===== config.mk =====
export PLATFORM = sky130hd
export DESIGN_NAME = note_dac_driver
export DESIGN_NICKNAME = d
export VERILOG_FILES = /design/src/rtl/note_dac_driver.sv
export SDC_FILE = /design/constraint.sdc
export NUM_CORES = 1
export LEC_CHECK = 0
export ABC_AREA = 1
export BUFFER_PORTS_ARGS = -buffer_cell sky130_fd_sc_hd__buf_2
export CORE_MARGIN = 2
export CORE_UTILIZATION = 68
export CTS_CLUSTER_DIAMETER = 40
export DETAILED_ROUTE_END_ITERATION = 16
export PLACE_DENSITY = 0.88
export SLEW_MARGIN = 20
export SYNTH_ARGS = -nofsm -noshare
export SYNTH_HDL_FRONTEND = slang
export SYNTH_SLANG_ARGS = --single-unit

===== constraint.sdc =====
create_clock -name clk -period 8.6 [get_ports clk]
set_clock_uncertainty 0.2 [all_clocks]
set_input_delay 2.15 -clock clk [delete_from_list [all_inputs] [get_ports clk]]
set_output_delay 2.15 -clock clk [all_outputs]
set_load 0.01 [all_outputs]

===== src/rtl/note_dac_driver.sv =====
// note_dac_driver: square-wave tones to I2S stereo DAC link; optional mute input under NOTE_DAC_MUTE_EN
module note_dac_driver #(
    parameter int CLK_FREQ = 100_000_000
) (
    input  logic        clk,
    input  logic        reset,
    input  logic [31:0] left_freq,
    input  logic [31:0] right_freq,
    input  logic [2:0]  volume,
`ifdef NOTE_DAC_MUTE_EN
    input  logic        mute,
`endif
    output logic        mclk,
    output logic        lrck,
    output logic        sck,
    output logic        sdin
);
    localparam logic [32:0] MOD = 33'(CLK_FREQ);
    logic [9:0]  cnt;
    logic [31:0] frame;
    logic [15:0] amp;
    logic [31:0] freq [2];
    logic [15:0] smp [2];
    logic [5:0]  nh;
    logic [3:0]  idx;
    logic [15:0] word;
    logic        bit_nxt;
    logic        latch_zero;
    assign mclk = cnt[1];
    assign sck  = cnt[3];
    assign lrck = cnt[9];
    assign freq[0] = left_freq;
    assign freq[1] = right_freq;
    assign amp = 16'd512 << (volume > 3'd5 ? 3'd5 : volume);
`ifdef NOTE_DAC_MUTE_EN
    assign latch_zero = mute;
`else
    assign latch_zero = 1'b0;
`endif
    for (genvar c = 0; c < 2; c++) begin : g_ch
        logic [31:0] acc;
        logic        sq;
        logic [32:0] step;
        logic [32:0] sum;
        logic        off;
        assign step = {freq[c], 1'b0};
        assign sum = {1'b0, acc} + step;
        assign off = freq[c] == 32'd0 || step >= MOD;
        assign smp[c] = off ? 16'd0 : sq ? amp : -amp;
        // phase accumulator: sq toggles each time 2*freq accumulates past CLK_FREQ
        always_ff @(posedge clk or negedge reset) begin
            if (!reset) begin
                acc <= '0;
                sq  <= 1'b0;
            end else if (off) begin
                acc <= '0;
                sq  <= 1'b0;
            end else if (sum >= MOD) begin
                acc <= 32'(sum - MOD);
                sq  <= ~sq;
            end else begin
                acc <= sum[31:0];
            end
        end
    end
    assign nh = cnt[9:4] + 6'd1;
    assign idx = 4'(5'd16 - nh[4:0]);
    assign word = nh[5] ? frame[15:0] : frame[31:16];
    assign bit_nxt = (nh[4:0] != 5'd0 && nh[4:0] <= 5'd16) ? word[idx] : 1'b0;
    // frame counter, frame latch at cnt=1023, sdin launched one clk before each new sck slot
    always_ff @(posedge clk or negedge reset) begin
        if (!reset) begin
            cnt   <= '0;
            frame <= '0;
            sdin  <= 1'b0;
        end else begin
            cnt <= cnt + 10'd1;
            if (cnt == 10'd1023)
                frame <= latch_zero ? 32'd0 : {smp[0], smp[1]};
            if (cnt[3:0] == 4'hf)
                sdin <= bit_nxt;
        end
    end
endmodule


# --- Word level (Yosys, flattened, before mapping) ---
# Index checks and enable logic that the tools add are counted.
totals:
  ram_bits: 0
  mem_bits_ro: 0
  mem_count: 0
  out_inout_bits: 4
  ff_bits: 109
  in_bits: 69
  latch_bits: 0
  word_cells: 52
classes:
  shift: 1
  bitwise_logic: 2
  n_reduce_logical: 8
  n_eq_ne: 2
  div: 0
  mul: 0
  n_lt_le_gt_ge: 7
  muxes: 17
  add_sub_neg: 8
op_table:
  columns: ["operator", "n"]
  rows:
  - ["33-bit by 27-bit >= comparator with 1-bit output (second input constant)", 4]
  - ["32-bit two-way mux", 4]
  - ["16-bit two-way mux", 5]
  - ["32-bit by 33-bit adder with 33-bit output", 2]
  - ["32-bit logical NOT", 2]
  - ["32-bit by 27-bit subtractor with 32-bit output (second input constant)", 2]
  - ["16-bit negation", 1]
  - ["10-bit by 3-bit << shifter with 16-bit output (first input constant)", 1]
  - ["10-bit by 1-bit adder with 10-bit output (second input constant)", 1]
  - ["10-bit == test (second input constant)", 1]
  - ["6-bit by 1-bit adder with 6-bit output (second input constant)", 1]
  - ["1-bit two-way mux", 6]
  - ["5-bit <= comparator (second input constant)", 1]
  - ["4-bit by 5-bit < comparator with 1-bit output (second input constant)", 1]
  - ["5-bit nonzero test", 1]
  - ["1-bit binary-select mux with 4-bit select", 1]
  - ["4-bit == test (second input constant)", 1]
  - ["2-bit nonzero test", 2]
  - ["1-bit by 4-bit subtractor with 4-bit output (first input constant)", 1]
  - ["3-bit > comparator (second input constant)", 1]
  - ["3-bit two-way mux", 1]
  - ["1-bit logical OR", 2]
  - ["1-bit inverter", 2]
  - ["1-bit logical AND", 1]

# --- Logic depth before layout (Yosys ltp) ---
logic_depth:
  ltp_word: 6
  depth_mapped: 26
  ltp_nobuf: 25

# --- Worst setup path before layout ---
# Ideal clock, no wire load.
synth_timing:
  kind: "input-to-reg"
  start: "in left_freq[0]"
  end: "reg g_ch[0].acc[21]"
  path_stages: 26
  setup_ns: 0.132
  required_ns: 8.268
  n_path_buf: 1
  t_arrival_ns: 4.687
  path_slack_ns: 3.581
  cell_sequence: "ha_1 > fa_1 > nand2_1 > nand2_1 > nand3_1 > nand2_2 > nand2_1 > nand2_1 > inv_1 > ha_1 > nand3_1 > nor2_1 > nand3_1 > nor2_1 > nand3_1 > nor2_1 > nand2_1 > nor2_1 > nand3_1 > nor2_1 > nand3_2 > nand3_4 > buf_6 > nand2_1 > nand2_1 > nor2_1"
synth_via:
  elab_chain_len: 4
  elab_cells_between_ends: 8
  classes_between: "add/sub (2); order compare (2); mux (2); reduce/logical (2)"
synth_lines:
  columns: ["item", "line", "source"]
  rows:
  - ["start: declaration", "7", "input logic [31:0] left_freq,"]
  - ["32-bit by 33-bit adder with 33-bit output", "47", "assign sum = {1'b0, acc} + step;"]
  - ["32-bit by 27-bit subtractor with 32-bit output or 33-bit by 27-bit >= comparator with 1-bit output (tied branches)", "59, 58", null]
  - ["32-bit two-way mux", "58", "end else if (sum >= MOD) begin"]
  - ["32-bit two-way mux *", "55", "end else if (off) begin"]
  - ["end signal: assignment", "59", "acc <= 32'(sum - MOD);"]
  - ["end signal: assignment", "62", "acc <= sum[31:0];"]
  - ["end: declaration", "41", "logic [31:0] acc;"]
# Mark *: on every way between the ends. The rest lies on a longest branch, timed or not.
# A chain may end at the register's enable or synchronous reset.

# --- Worst setup path after layout ---
layout_timing:
  start: "in left_freq[0]"
  end: "reg g_ch[0].acc[13]"
# Same word-level chain as after synthesis.

==> flow_summary.ini <==
[setup_path]
arrival_ns = 5.61
cp-end-kind = flop
r2r_start = g_ch[0].acc[1]$_DFF_PN0_
crit_type = in -> reg
crit_fanout = 31
crit_path_start_kind = input port
cp_data_required_time_ns = 8.64
critPathLaunch = left_freq[0]

[place]
dp.cells = 2154
hpwl_um = 25700
placed_cell_area_sq_um = 11200
io_buffers = 72
pre_cts_ws_ns = 2.70
gp_congestion = 0.982

[final_layout]
area_growth_pct = 7.64
regArea_sq_um = 2230
final_common_cell = nand2_1
stdcell_area_sq_um = 11500
final_nets = 2093
final_cell_mix = 690 x nand2_1, 320 x inv_1, 230 x nor2_1
diodes = 0
multi_input_comb_area_sq_um = 7130
drive_gt1_share_pct = 8.27
fillers = 1390
final_util_pct = 75.3
fin_cells = 2170

[synth]
synth_edf_count = 0
syn_nets = 2026
synth_top_area_share_pct = 24.2
async_reset_ff_share_pct = 100
synthTopCellsByArea = nand2_1 24%, dfrtp_1 21%, inv_1 11%
syn-instance-count = 1887
ys_ff_latch = 89
yosysTopAreaCell = nand2_1
synthesis.area_sq_um = 10700
ys_seq_area_share_pct = 20.8
yosysUniqueCellTypes = 44
ys_warn_count = 0
ys.flop_type = dfrtp_1
avgSynthCellArea_sq_um = 5.68

[timing]
period_minus_slack_ns = 5.57
drv_slew = 0
fin_crit_sh_pct = 64.8
fmax_mhz = 179
slew_headroom_pct = 45.6
hold_ws_ns = 0.269
hold_violations = 0
worst_slack_ns = 3.03
rsz0062_at_grt = no
worst_slew_pin_slew_ns = 0.814
setup_viol_count_final = 0
finalSetupTns_ns = 0

[die]
core_area_sq_um = 15300
std_cell_rows = 45
start_util_pct = 69.9
chipHeight_um = 130
io_pins = 73
die_x_um = 130
dieArea_sq_um = 16800

[clock_network]
cts.sinks = 89
clockBufferDepth = 2
htreeDepth = 3
cts_resized = 0
postCtsHoldBufs = 0
clk_latency_ns = 0.36
cts_tree = built
cts-root-buf = clkbuf_16
clkSlewWorstSetupHoldPaths_ns = 0.07
cts_made_buffers = 9
post_cts_buffers = 0

[flow_run]
timing.max_cap.violations = 0

[pwr]
power_switching_mw = 0.366
peakVddDrop_v = 0.0000941
sw_frac_of_total_pct = 34.4
p_total_mw = 1.07
p_leak_nw = 6.87
seq_power_share_pct = 39.5
intPower_mw = 0.699
powerDensity_nw_per_um2 = 92.4
power.share.clock_pct = 37.8
pwr-share-comb_pct = 22.7

[detailed_routing]
drc = 0
wirelength_um = 31600
first_pass_iters = 7
routed_via_density = 5.56
wire_per_inst_um = 14.6
via_count = 12064
antenna_left = 0
drt_iter0_markers = 984

[global_route]
grt_use_met3_pct = 5.49
grt_util_met2_pct = 66.6
grt-ovfl-total = 0
grt_pass1_vias = 11122
use_met1_pct = 47.1
grt.total_usage_pct = 38.1
antenna_found_initial = 0
grt_first_pass_wirelength_um = 50400
grt_start_max_net_pins = 57
busiest_layer = met2

[status]
status = complete, no violations

[worst_hold_path]
min_path_type = reg -> reg
worstHoldStart = cnt[0]$_DFF_PN0_
[power groups by stage]
stage	registers, mW	clock network [mW]	logic (mW)
2_1_floorplan	0.429	0	0.158
3_3_place_gp	0.429	0	0.227
3_5_place_dp	0.429	0	0.234
4_1_cts	0.421	0.401	0.236
5_1_grt	0.421	0.419	0.269
6_report	0.421	0.403	0.242
[flip-flops by register name (all words and copies together) (netlist names)]
signal and flops:
g_ch.acc 62, frame 14, cnt 10, g_ch.sq 2, sdin 1
[critical path, stage by stage]
cell,delay (ns)
buf_2,0.10
ha_1,0.24
fa_1,0.43
nand2_1,0.11
nand2_1,0.11
nand3_1,0.14
nand2_2,0.09
nand2_1,0.06
nand2_1,0.09
inv_1,0.10
ha_1,0.14
nand3_1,0.07
nor2_1,0.11
nand3_1,0.08
nor2_1,0.11
nand3_1,0.10
nor2_1,0.10
nand2_1,0.08
nor2_1,0.09
nand3_1,0.08
nor2_1,0.13
nand3_2,0.27
nand3_4,0.38
nand2_1,0.10
nand2_1,0.09
nor2_1,0.05
[final timing paths]
kind | depth (start not counted) | endpoint | slack, ns
max in group asynchronous | 2 | frame[31]$_DFFE_PN0N_ | 5.57
max | 26 | g_ch[0].acc[13]$_DFF_PN0_ | 3.03
min | 1 | cnt[0]$_DFF_PN0_ | 0.27
min in group asynchronous | 1 | g_ch[1].acc[10]$_DFF_PN0_ | 1.52
min reg2reg | 1 | cnt[0]$_DFF_PN0_ | 0.27
max reg2reg | 25 | g_ch[0].acc[13]$_DFF_PN0_ | 4.53
[routing by layer]
layer	vias to the layer above	wire length, um
li1	6057	-
met1	5434	13300
met2	476	14800
met3	97	2160
met4	0	1350
met5	-	0
[area by class of cell]
| class | count | area share [%] |
|---|---|---|
| Multi-Input combinational cell | 1452 | 61.8 |
| Timing Repair Buffer | 75 | 3.34 |
| Clock inverter | 7 | 0.629 |
| Sequential cell | 89 | 19.3 |
| Inverter | 327 | 10.6 |
| Tap cell | 211 | 2.29 |
| Clock buffer | 9 | 1.95 |
[cell families (layout without fill, tap and decap cells)]
family,Yosys count,after routing,synth area share (%)
buf+inv,346,418,12.7
flops,89,89,20.8
fa+ha+maj,70,70,8.32
simple gates,1223,1223,49.0
compound gates,132,132,7.06
xor+xnor,27,27,2.21
[cell usage after synthesis (all sizes together), types with 5 or more instances]
master  number
nand2      716
inv        325
nor2       248
nand3      161
dfrtp       89
a21oi       71
ha          68
nand4       43
o21ai       38
xor2        24
nor3        20
buf         11
nand3b      10
nor4        10
clkbuf       8
and2         7
o21bai       5
No activity file was read; power rests on OpenSTA's default activity.
